### src/rtl/sevenseg_scanner.sv
// Time-multiplexed common-anode seven-segment scanner with blink, brightness PWM and guard interval.
// Optional leading-zero blanking is compiled in when SEVSEG_LZB_EN is defined.
module sevenseg_scanner #(
    parameter int NUM_DIGITS   = 8,
    parameter int SCAN_DIV     = 200000,
    parameter int GUARD        = 2000,
    parameter int BRIGHT_W     = 3,
    parameter int BLINK_FRAMES = 83
) (
    input  logic                    clk,
    input  logic                    reset,
    input  logic [4*NUM_DIGITS-1:0] digits,
    input  logic [NUM_DIGITS-1:0]   dp,
    input  logic [NUM_DIGITS-1:0]   enable_mask,
    input  logic [NUM_DIGITS-1:0]   blink_mask,
    input  logic [BRIGHT_W-1:0]     brightness,
    output logic [6:0]              seg,
    output logic                    decimal,
    output logic [NUM_DIGITS-1:0]   an,
    output logic                    frame_tick
);

    localparam int SCAN_W  = (SCAN_DIV > 1) ? $clog2(SCAN_DIV) : 1;
    localparam int SLOT_W  = (NUM_DIGITS > 1) ? $clog2(NUM_DIGITS) : 1;
    localparam int FRAME_W = (BLINK_FRAMES > 1) ? $clog2(BLINK_FRAMES) : 1;
    localparam int LIM_W   = BRIGHT_W + 34;

    localparam logic [SCAN_W-1:0]  SCAN_LAST  = SCAN_W'(SCAN_DIV - 1);
    localparam logic [SLOT_W-1:0]  SLOT_LAST  = SLOT_W'(NUM_DIGITS - 1);
    localparam logic [FRAME_W-1:0] FRAME_LAST = FRAME_W'(BLINK_FRAMES - 1);
    localparam logic [LIM_W-1:0]   GUARD_L    = LIM_W'(GUARD);
    localparam logic [LIM_W-1:0]   SPAN_L     = LIM_W'(SCAN_DIV - GUARD);

    logic [SCAN_W-1:0]  scan_cnt;
    logic [SLOT_W-1:0]  slot;
    logic [FRAME_W-1:0] frame_cnt;
    logic               blink_dark;

    logic [3:0] nib_p0;
    logic       dp_p0;
    logic       en_p0;
    logic       blink_p0;

    logic [3:0] live_nib;
    logic       live_dp;
    logic       live_en;
    logic       live_blink;

    logic [3:0] cur_nib;
    logic       cur_dp;
    logic       cur_en;
    logic       cur_blink;

    logic [LIM_W-1:0] on_limit;
    logic             in_window;
    logic             lit;
    logic             slot_end;
    logic             frame_end;

    function automatic logic [6:0] hex7(input logic [3:0] n);
        logic [6:0] s;
        case (n)
            4'h0: s = 7'b1000000;
            4'h1: s = 7'b1111001;
            4'h2: s = 7'b0100100;
            4'h3: s = 7'b0110000;
            4'h4: s = 7'b0011001;
            4'h5: s = 7'b0010010;
            4'h6: s = 7'b0000010;
            4'h7: s = 7'b1111000;
            4'h8: s = 7'b0000000;
            4'h9: s = 7'b0010000;
            4'hA: s = 7'b0001000;
            4'hB: s = 7'b0000011;
            4'hC: s = 7'b1000110;
            4'hD: s = 7'b0100001;
            4'hE: s = 7'b0000110;
            default: s = 7'b0001110;
        endcase
        return s;
    endfunction

    assign live_nib   = digits[4*int'(slot) +: 4];
    assign live_dp    = dp[slot];
    assign live_blink = blink_mask[slot];

`ifdef SEVSEG_LZB_EN
    // A digit is a leading zero while it and every higher digit are zero without a dp.
    function automatic logic lzb_blank(input logic [4*NUM_DIGITS-1:0] d,
                                       input logic [NUM_DIGITS-1:0]   p,
                                       input logic [SLOT_W-1:0]       s);
        logic leading;
        logic blank;
        leading = 1'b1;
        blank   = 1'b0;
        for (int i = NUM_DIGITS - 1; i >= 1; i--) begin
            if (d[4*i +: 4] != 4'h0 || p[i]) leading = 1'b0;
            if (i == int'(s)) blank = leading;
        end
        return blank;
    endfunction

    assign live_en = enable_mask[slot] & ~lzb_blank(digits, dp, slot);
`else
    assign live_en = enable_mask[slot];
`endif

    // Slot attributes come straight from the inputs on the latch cycle, then from the p0 copy.
    always_comb begin
        cur_nib   = nib_p0;
        cur_dp    = dp_p0;
        cur_en    = en_p0;
        cur_blink = blink_p0;
        if (scan_cnt == '0) begin
            cur_nib   = live_nib;
            cur_dp    = live_dp;
            cur_en    = live_en;
            cur_blink = live_blink;
        end
    end

    assign on_limit  = GUARD_L + (((LIM_W'(brightness) + LIM_W'(1)) * SPAN_L) >> BRIGHT_W);
    assign in_window = (LIM_W'(scan_cnt) >= GUARD_L) && (LIM_W'(scan_cnt) < on_limit);
    assign lit       = in_window && cur_en && !(cur_blink && blink_dark);
    assign slot_end  = (scan_cnt == SCAN_LAST);
    assign frame_end = slot_end && (slot == SLOT_LAST);

    // Stage p0: per-slot attribute latch.
    always_ff @(posedge clk) begin
        if (scan_cnt == '0) begin
            nib_p0   <= live_nib;
            dp_p0    <= live_dp;
            en_p0    <= live_en;
            blink_p0 <= live_blink;
        end
    end

    // Stage p1: scan counters, blink phase and registered pin drive.
    always_ff @(posedge clk) begin
        if (reset) begin
            scan_cnt   <= '0;
            slot       <= '0;
            frame_cnt  <= '0;
            blink_dark <= 1'b0;
            an         <= '1;
            seg        <= 7'h7F;
            decimal    <= 1'b1;
            frame_tick <= 1'b0;
        end else begin
            if (slot_end) begin
                scan_cnt <= '0;
                slot     <= (slot == SLOT_LAST) ? '0 : slot + 1'b1;
            end else begin
                scan_cnt <= scan_cnt + 1'b1;
            end

            if (frame_end) begin
                if (frame_cnt == FRAME_LAST) begin
                    frame_cnt  <= '0;
                    blink_dark <= ~blink_dark;
                end else begin
                    frame_cnt <= frame_cnt + 1'b1;
                end
            end

            frame_tick <= frame_end;

            if (lit) begin
                an      <= ~(NUM_DIGITS'(1) << slot);
                seg     <= hex7(cur_nib);
                decimal <= ~cur_dp;
            end else begin
                an      <= '1;
                seg     <= 7'h7F;
                decimal <= 1'b1;
            end
        end
    end

endmodule
### config.mk
export PLATFORM = sky130hd
export DESIGN_NAME = sevenseg_scanner
export DESIGN_NICKNAME = d
export VERILOG_FILES = /design/src/rtl/sevenseg_scanner.sv
export SDC_FILE = /design/constraint.sdc
export NUM_CORES = 1
export LEC_CHECK = 0
export ABC_AREA = 1
export ABC_CLOCK_PERIOD_IN_PS = 9400
export CORE_MARGIN = 1
export CORE_UTILIZATION = 50
export CTS_CLUSTER_SIZE = 8
export DETAILED_ROUTE_END_ITERATION = 12
export PLACE_DENSITY = 0.76
export SLEW_MARGIN = 20
export SYNTH_ARGS = -nofsm -noshare
export SYNTH_HDL_FRONTEND = slang
export SYNTH_SLANG_ARGS = --single-unit
export TNS_END_PERCENT = 10
### constraint.sdc
create_clock -name clk -period 9.4 [get_ports clk]
set_clock_uncertainty 0.1 [all_clocks]
set_input_delay 0.94 -clock clk [delete_from_list [all_inputs] [get_ports clk]]
set_output_delay 0.94 -clock clk [all_outputs]
set_load 0.005 [all_outputs]
==> reports/results.ini, run 1 <==
[status]
status=finished clean

[synth]
async_flop_share=0
yosys.area.top_type=dfxtp_1
synth_edf_count=0
syn_area_per_cell_sq_um=6.563
synthTopCellsByArea=dfxtp_1 (24%), nand2_1 (18%), ha_1 (16%)
synth_seq_cells=53
synth_top_area_share=0.2388
synth_sequential_area_ratio=0.2388
synth_nets=798
ys_warn_count=0
yosysUniqueCellTypes=41
ys.flop_type=dfxtp_1
synth_area_sq_um=4443
postSynthCellCount=677

[timing]
finalCritPeriodShare=0.6381
rsz0062_at_grt=false
tightest_slew_ns=0.6838
setup_viol=0
slew_viol_final=0
fin_tns_setup_ns=0
period_needed_ns=5.998
timing.fmax_ghz=0.1667
hold_violations=0
relSlewSlack=0.5435

[global_route]
grt-ovfl-total=0
grt_pass1_vias=4123
grt_pass1_wl_microns=17450
track_usage=0.2343
grt_max_degree=34
antenna_found_initial=0

[clock_tree]
post_cts_resized=0
numCtsBuffers=5
clock-sinks=53
holdBufCountCts=0
cts.clk_slew.worst_paths_ns=0.10
clock_latency_ns=0.31
cts_buffer_depth=2
cts_tree=built
htreeDepth=2
post_cts.repair.setup_buffers=0
root_buffer=clkbuf_8

[cells_and_area]
final_area_sq_um=5350
layout_commonest_cell=nand2_1
diodes=0
most-common-layout-cells=nand2_1 (217), inv_1 (89), clkdlybuf4s50_1 (77), nor2_1 (61), ha_1 (56)
nets=868
drive_gt1_frac=0.05615
area_delta_synth_final_pct=20.42
instances_no_fill=856

[pwr]
internal-power_mw=0.3890
swShare=0.3572
power_leakage_nw=2.591
p_per_area_nw_per_um2=113.1
pwr-share-seq=0.389
p_comb_frac=0.397
irDropWorstVdd_mv=0.06535
pwr-share-clk=0.214
p_sw_mw=0.2162

[drt]
drtIter0Drc=155
vias=4332
drt-vias-per-instance=5.061
avgRoutedWirePerCell_microns=12.05
wl_microns=10310
ant_nets=0
drc=0
firstDrtPassIters=4

[worst_hold_path]
min_path_cells=2
min-delay-path-class=register to register
hold_end=en_p0
worstHoldStart=en_p0

[placement]
numPortBuffers=77
dpl.hpwl_microns=8102
post-place-cells=848
placed_area_sq_um=5260
gp_congestion=0.9376

[die]
start_util=0.5120
die_h_microns=96.27
rows=34
coreArea_sq_um=8678
die_w_microns=96.27
io_pins=78
die_area_sq_um=9267

[worst_setup_path]
r2r_setup_slack_ns=6.72
r2r-start=slot[1]
cp-end-kind=register
critical_path_arrival_ns=6.14
r2r_end=seg[0]
start_kind=primary input
crit_type=primary input to register
cp_max_fo=16
worst_ep_required_time_ns=9.55
r2r_cells=16

[job]
maxCapViolCount=0

synthesized netlist by cell type (3+ instances only):
cell type,n
nand2_1,217
inv_1,89
nor2_1,61
ha_1,56
dfxtp_1,53
nand3_1,48
a21oi_1,26
o21ai_0,15
xnor2_1,14
nand4_1,10
inv_2,8
nand2_2,6
nor2_2,6
nor3_1,6
o21ai_1,6
buf_2,5
clkbuf_1,5
xor2_1,5
fa_1,4
a211oi_1,3
nand3b_1,3
nor4_1,3
per-layer routing:
metal	vias up	global-route usage	part of all wire
met3	6	0.03712	0.056
met4	0	0.03358	0.0030
met5	-	0	0
met1	1960	0.2749	0.45
li1	2275	-	-
met2	91	0.4504	0.49
power groups by stage:
stage / Clock (mW) / Sequential, mW / Combinational (mW)
2_1_floorplan: 0 / 0.240 / 0.174
3_3_place_gp: 0 / 0.240 / 0.231
3_5_place_dp: 0 / 0.240 / 0.240
4_1_cts: 0.132 / 0.235 / 0.241
5_1_grt: 0.141 / 0.236 / 0.279
6_report: 0.130 / 0.235 / 0.240
layout make-up:
class | instances | area, sq um
clock buffers | 5 | 68.82
clock inverters | 3 | 21.27
fillers | 833 | 3328
inverters | 98 | 369.1
multi-input cells | 511 | 2917
flip-flops and latches | 53 | 1061
well taps | 108 | 135.1
repair buffers | 78 | 778.2
how the worst max path moves through the flow:
stage,depth (start not counted),slack [ns],end,start
after floorplan,27,4.19,seg[1],brightness[0]
after global placement,27,3.29,an[0],brightness[0]
after detailed placement,27,3.07,an[4],brightness[0]
after CTS,27,3.39,an[4],brightness[0]
after global routing,26,2.88,an[6],brightness[0]
final,27,3.40,an[4],brightness[0]
state kept, by name, summed over array words and instances, names as in the netlist:
name and count:
scan_cnt 18, an 8, frame_cnt 7, seg 7, nib_p0 4, slot 3
blink_dark 1, blink_p0 1, decimal 1, dp_p0 1, en_p0 1, frame_tick 1
cells by family after synthesis:
logic type | count (synthesis) | share of synthesized area
compound gates | 57 | 0.06984
xor+xnor | 19 | 0.03745
fa+ha+maj | 60 | 0.1757
buf+inv | 113 | 0.1048
flops | 53 | 0.2388
simple gates | 375 | 0.3734
worst max-delay path, cell delays in order:
cell and delay (ns):
clkdlybuf4s50_1 0.62, ha_1 0.33, xnor2_1 0.25, inv_1 0.21
fa_1 0.56, inv_1 0.04, ha_1 0.28, inv_1 0.06
fa_1 0.46, inv_1 0.09, nand3_1 0.07, nand3_1 0.08
xor2_1 0.25, nand3_1 0.12, nor2_1 0.21, nand3_1 0.10
nand2_1 0.07, nand2_1 0.05, ha_1 0.28, nand2_1 0.07
nor2_1 0.15, nand3_1 0.10, nand3_1 0.08, nand2_1 0.05
a21oi_1 0.39, nor2_8 0.14, nand3_1 0.11
per-stage QoR:
stage	total power, mW	hold slack (ns)	worst slack (ns)	util
after floorplan	0.4132	0.3223	4.193	-
after global routing	0.6562	0.3899	2.879	0.6165
after global placement	0.4709	0.3381	3.289	0.6061
after detailed placement	0.4801	0.3406	3.067	0.6061
after CTS	0.6080	0.3679	3.390	0.6165
final	0.6052	0.3672	3.402	0.6165
No activity file was read; power rests on OpenSTA's default activity.
==> run 2, diff against run 1 <==
--- a/config.mk
+++ b/config.mk
@@ -6,12 +6,12 @@
 export NUM_CORES = 1
 export LEC_CHECK = 0
 export ABC_AREA = 1
-export ABC_CLOCK_PERIOD_IN_PS = 9400
+export ABC_CLOCK_PERIOD_IN_PS = 5400
 export CORE_MARGIN = 1
-export CORE_UTILIZATION = 50
+export CORE_UTILIZATION = 49
 export CTS_CLUSTER_SIZE = 8
 export DETAILED_ROUTE_END_ITERATION = 12
-export PLACE_DENSITY = 0.76
+export PLACE_DENSITY = 0.78
 export SLEW_MARGIN = 20
 export SYNTH_ARGS = -nofsm -noshare
 export SYNTH_HDL_FRONTEND = slang
==> constraint.sdc (replaced) <==
create_clock -name clk -period 5.4 [get_ports clk]
set_clock_uncertainty 0.1 [all_clocks]
set_input_delay 0.54 -clock clk [delete_from_list [all_inputs] [get_ports clk]]
set_output_delay 0.54 -clock clk [all_outputs]
set_load 0.005 [all_outputs]
==> reports/results.ini, run 2 (synthesis results as in run 1) <==
[status]
status=finished clean

[drt]
wl_microns=10610
vias=4430
drc=0
drtIter0Drc=190
drt-vias-per-instance=5.139
avgRoutedWirePerCell_microns=12.31
firstDrtPassIters=5
ant_nets=0

[cells_and_area]
diodes=0
most-common-layout-cells=nand2_1 (217), inv_1 (88), clkdlybuf4s50_1 (77), nor2_1 (60), ha_1 (55)
drive_gt1_frac=0.07692
largest_register=scan_cnt
top_regs=scan_cnt (18), an (8)
nets=874
layout_commonest_cell=nand2_1
instances_no_fill=862
largest_reg_flops=18
area_delta_synth_final_pct=23.09

[worst_setup_path]
cp_max_fo=8
critPathMaxStageDelay_ns=0.50
crit_type=primary input to register
r2r-start=slot[1]
path_depth=26
cp-end-kind=register
r2r_setup_slack_ns=2.71
crit_buf_inv=4
worst_path_most_repeated_cell=nand2_1
critical_path_arrival_ns=5.36
r2r_end=seg[0]
r2r_cells=16
crit_slowest_cell=clkdlybuf4s50_1
cpLargestDelayFamily=adder cells
start_kind=primary input
worst_ep_required_time_ns=5.56

[pwr]
total_power_mw=1.089
p_per_area_nw_per_um2=199.1
power_leakage_nw=2.634
irDropWorstVdd_mv=0.1118

[clock_tree]
htreeDepth=2
cts_tree=built
clock_latency_ns=0.31
root_buffer=clkbuf_8
holdBufCountCts=0
clock-sinks=53
cts.clk_slew.worst_paths_ns=0.09
numCtsBuffers=5
cts_buffer_depth=2

[global_route]
grt-ovfl-total=0
antenna_found_initial=0
grt_max_degree=34
grt_pass1_vias=4105
grt_pass1_wl_microns=17710
track_usage=0.2206

[job]
maxCapViolCount=0

[timing]
setup_viol=0
hold_violations=0
slew_viol_final=0
tightest_slew_ns=0.7220
period_needed_ns=5.201
timing.fmax_ghz=0.1923
finalCritPeriodShare=0.9632
relSlewSlack=0.5180

[worst_hold_path]
worstHoldStart=en_p0
min_path_cells=2
min-delay-path-class=register to register
hold_end=en_p0

[placement]
numPortBuffers=77
gp_congestion=0.8598
post-place-cells=852
dpl.hpwl_microns=8143

[die]
rows=34
die_w_microns=97.22
start_util=0.5070
coreArea_sq_um=8763
io_pins=78
die_area_sq_um=9452
die_h_microns=97.22

[run 2: cell type report]
type	instances	area, sq um
fill	780	3294
clock buffer	5	68.82
sequential	53	1061
timing repair buffer	83	815.8
inverter	98	369.1
clock inverter	3	26.28
multi-input combinational	512	2993
tap	108	135.1
[run 2: worst reg2reg max path: stages (launching register included)]
cell	delay, ns
dfxtp_1	0.80
inv_2	0.31
nor2_1	0.17
nand2_1	0.06
nand2_1	0.05
nand2_1	0.05
nand2_1	0.08
nand2_1	0.06
nand2_1	0.19
inv_1	0.12
ha_1	0.22
inv_1	0.09
nand2_1	0.06
nand2_1	0.08
inv_1	0.04
nand2_1	0.06
nand3_2	0.06
[run 2: worst max path at each step]
stage                  startpoint  endpoint  slack (ns)
global route        brightness[1]    seg[5]       -0.05
finish              brightness[1]     an[3]        0.20
floorplan           brightness[0]    seg[1]        0.59
CTS                 brightness[0]     an[6]        0.11
detailed placement  brightness[0]     an[6]       -0.22
global placement    brightness[0]     an[2]      0.0009
[run 2: layer usage]
layer,GRT usage,share of wire,vias to the layer above
li1,-,-,2290
met1,0.2759,0.43,1971
met2,0.3830,0.48,144
met3,0.03597,0.071,25
met4,0.07805,0.024,0
met5,0,0,-
[run 2: what timing repair did]
item                       CTS  global route
setup endpoints to repair    0            16
setup buffers                0             1
resized for setup            0            11
[run 2: through the flow]
| stage | util | area (sq um) | hold WS [ns] | setup WS [ns] | TNS, ns |
|---|---|---|---|---|---|
| after CTS | 0.6145 | 5385 | 0.3653 | 0.1136 | 0 |
| after global placement | 0.6037 | 5290 | 0.3339 | 0.0008571 | 0 |
| after detailed placement | 0.6037 | 5290 | 0.3419 | -0.2241 | -3.026 |
| after global routing | 0.6241 | 5469 | 0.4012 | -0.04900 | -0.3317 |
| final | 0.6241 | 5469 | 0.3624 | 0.1988 | 0 |
| after floorplan | - | 4443 | 0.3223 | 0.5929 | 0 |
[run 2: power by group]
part / switching (mW) / internal [mW] / total (mW)
Sequential: 0.00504 / 0.404 / 0.409
Clock: 0.135 / 0.0944 / 0.230
Combinational: 0.255 / 0.195 / 0.450
==> run 3, diff against run 2 <==
--- a/config.mk
+++ b/config.mk
@@ -7,6 +7,7 @@
 export LEC_CHECK = 0
 export ABC_AREA = 1
 export ABC_CLOCK_PERIOD_IN_PS = 5400
+export CORE_ASPECT_RATIO = 1.1
 export CORE_MARGIN = 1
 export CORE_UTILIZATION = 49
 export CTS_CLUSTER_SIZE = 8
==> reports/results.ini, run 3 (synthesis results as in run 1) <==
[drt]
vias=4357
firstDrtPassIters=4
ant_nets=0
avgRoutedWirePerCell_microns=12.49
drc=0
wl_microns=10840
drtIter0Drc=155
drt-vias-per-instance=5.020

[clock_tree]
post_cts_resized=0
cts_tree=built
root_buffer=clkbuf_8
clock_latency_ns=0.32
post_cts.repair.setup_buffers=0
htreeDepth=2
cts_buffer_depth=2
clock-sinks=53
cts.clk_slew.worst_paths_ns=0.11
numCtsBuffers=5
holdBufCountCts=0

[die]
io_pins=78
rows=36
coreArea_sq_um=8828
die_area_sq_um=9453
die_h_microns=101.9
die_w_microns=92.79
start_util=0.5033

[worst_setup_path]
crit_type=primary input to register
r2r-start=slot[0]
cp-end-kind=register
crit_slowest_cell=fa_1
critical_path_arrival_ns=5.18
r2r_setup_slack_ns=2.76
start_kind=primary input
worst_ep_required_time_ns=5.50
startpoint=brightness[0]
critPathMaxStageDelay_ns=0.55
cp_max_fo=8
worst_path_most_repeated_cell=nand3_1

[cells_and_area]
drive_gt1_frac=0.07162
most-common-layout-cells=nand2_1 (217), inv_1 (88), clkdlybuf4s50_1 (77), nor2_1 (60), ha_1 (56)
final_area_sq_um=5444
largest_reg_flops=18
top_regs=scan_cnt (18), an (8)
area_delta_synth_final_pct=22.53
layout_commonest_cell=nand2_1
diodes=0
largest_register=scan_cnt
nFillCells=826
nets=874

[timing]
period_needed_ns=5.076
finalCritPeriodShare=0.9401
hold_violations=0
fin_hold_ws_ns=0.3711
slew_viol_final=0
tightest_slew_ns=0.6295
relSlewSlack=0.5798
timing.fmax_ghz=0.1970
setup_viol=0

[pwr]
p_per_area_nw_per_um2=199.3
total_power_mw=1.085
irDropWorstVdd_mv=0.1306
power_leakage_nw=2.622

[worst_hold_path]
min-delay-path-class=register to register
worstHoldStart=dp_p0

[global_route]
grt_max_degree=34
antenna_found_initial=0
grt_pass1_vias=4083
grt_pass1_wl_microns=17530
grt-ovfl-total=0
track_usage=0.2242

[placement]
placed_area_sq_um=5305
dpl.hpwl_microns=8393
gp_congestion=0.9018
numPortBuffers=77

[status]
status=finished clean

[job]
maxCapViolCount=0

-- run 3: cell counts in the layout (fill, tap and decap cells not counted) --
No cell type changed its count.
-- run 3: final cells by class --
cell class	count	area, sq um	share of cell area
tap	114	142.6	0.02620
multi-input combinational	512	2960	0.5438
sequential	53	1061	0.1949
inverter	98	369.1	0.06780
timing repair buffer	83	815.8	0.1499
clock inverter	3	26.28	0.004826
clock buffer	5	68.82	0.01264
-- run 3: per-layer routing --
| metal | track usage | routed length, microns | vias up |
|---|---|---|---|
| met5 | 0 | 0 | - |
| met4 | 0.04852 | 116 | 0 |
| met3 | 0.03051 | 512 | 15 |
| met2 | 0.4406 | 5625 | 101 |
| met1 | 0.2557 | 4588 | 1967 |
| li1 | - | - | 2274 |
-- run 3: power by group --
part	internal (mW)	switching, mW
clock	0.0946	0.145
sequential	0.404	0.00561
combinational	0.187	0.249
-- run 3: worst max-delay path, delay by kind of cell --
family                     cells  cell delay (ns)
AOI/OAI and AO/OA              3             0.39
xor gates and xnor gates       2             0.38
and+or+nand+nor               11             1.21
buffers and inverters          5             0.79
adders and majority gates      5             1.86
-- run 3: worst paths after layout --
check	cells past startpoint	end
worst min register to register	2	dp_p0
worst max-delay path	26	seg[0]
worst max register to register	18	seg[0]
worst min-delay path	2	dp_p0
-- run 3: stage by stage --
stage          worst slack [ns]  std cells  TNS (ns)    util
2_1_floorplan            0.5929        677         0       -
3_5_place_dp            -0.2711        859    -3.878  0.6009
5_1_grt                -0.02474        868   -0.1359  0.6166
6_report                 0.3235        868         0  0.6166
4_1_cts                 0.04040        867         0  0.6117
3_3_place_gp          -0.007735        859  -0.04082  0.6009
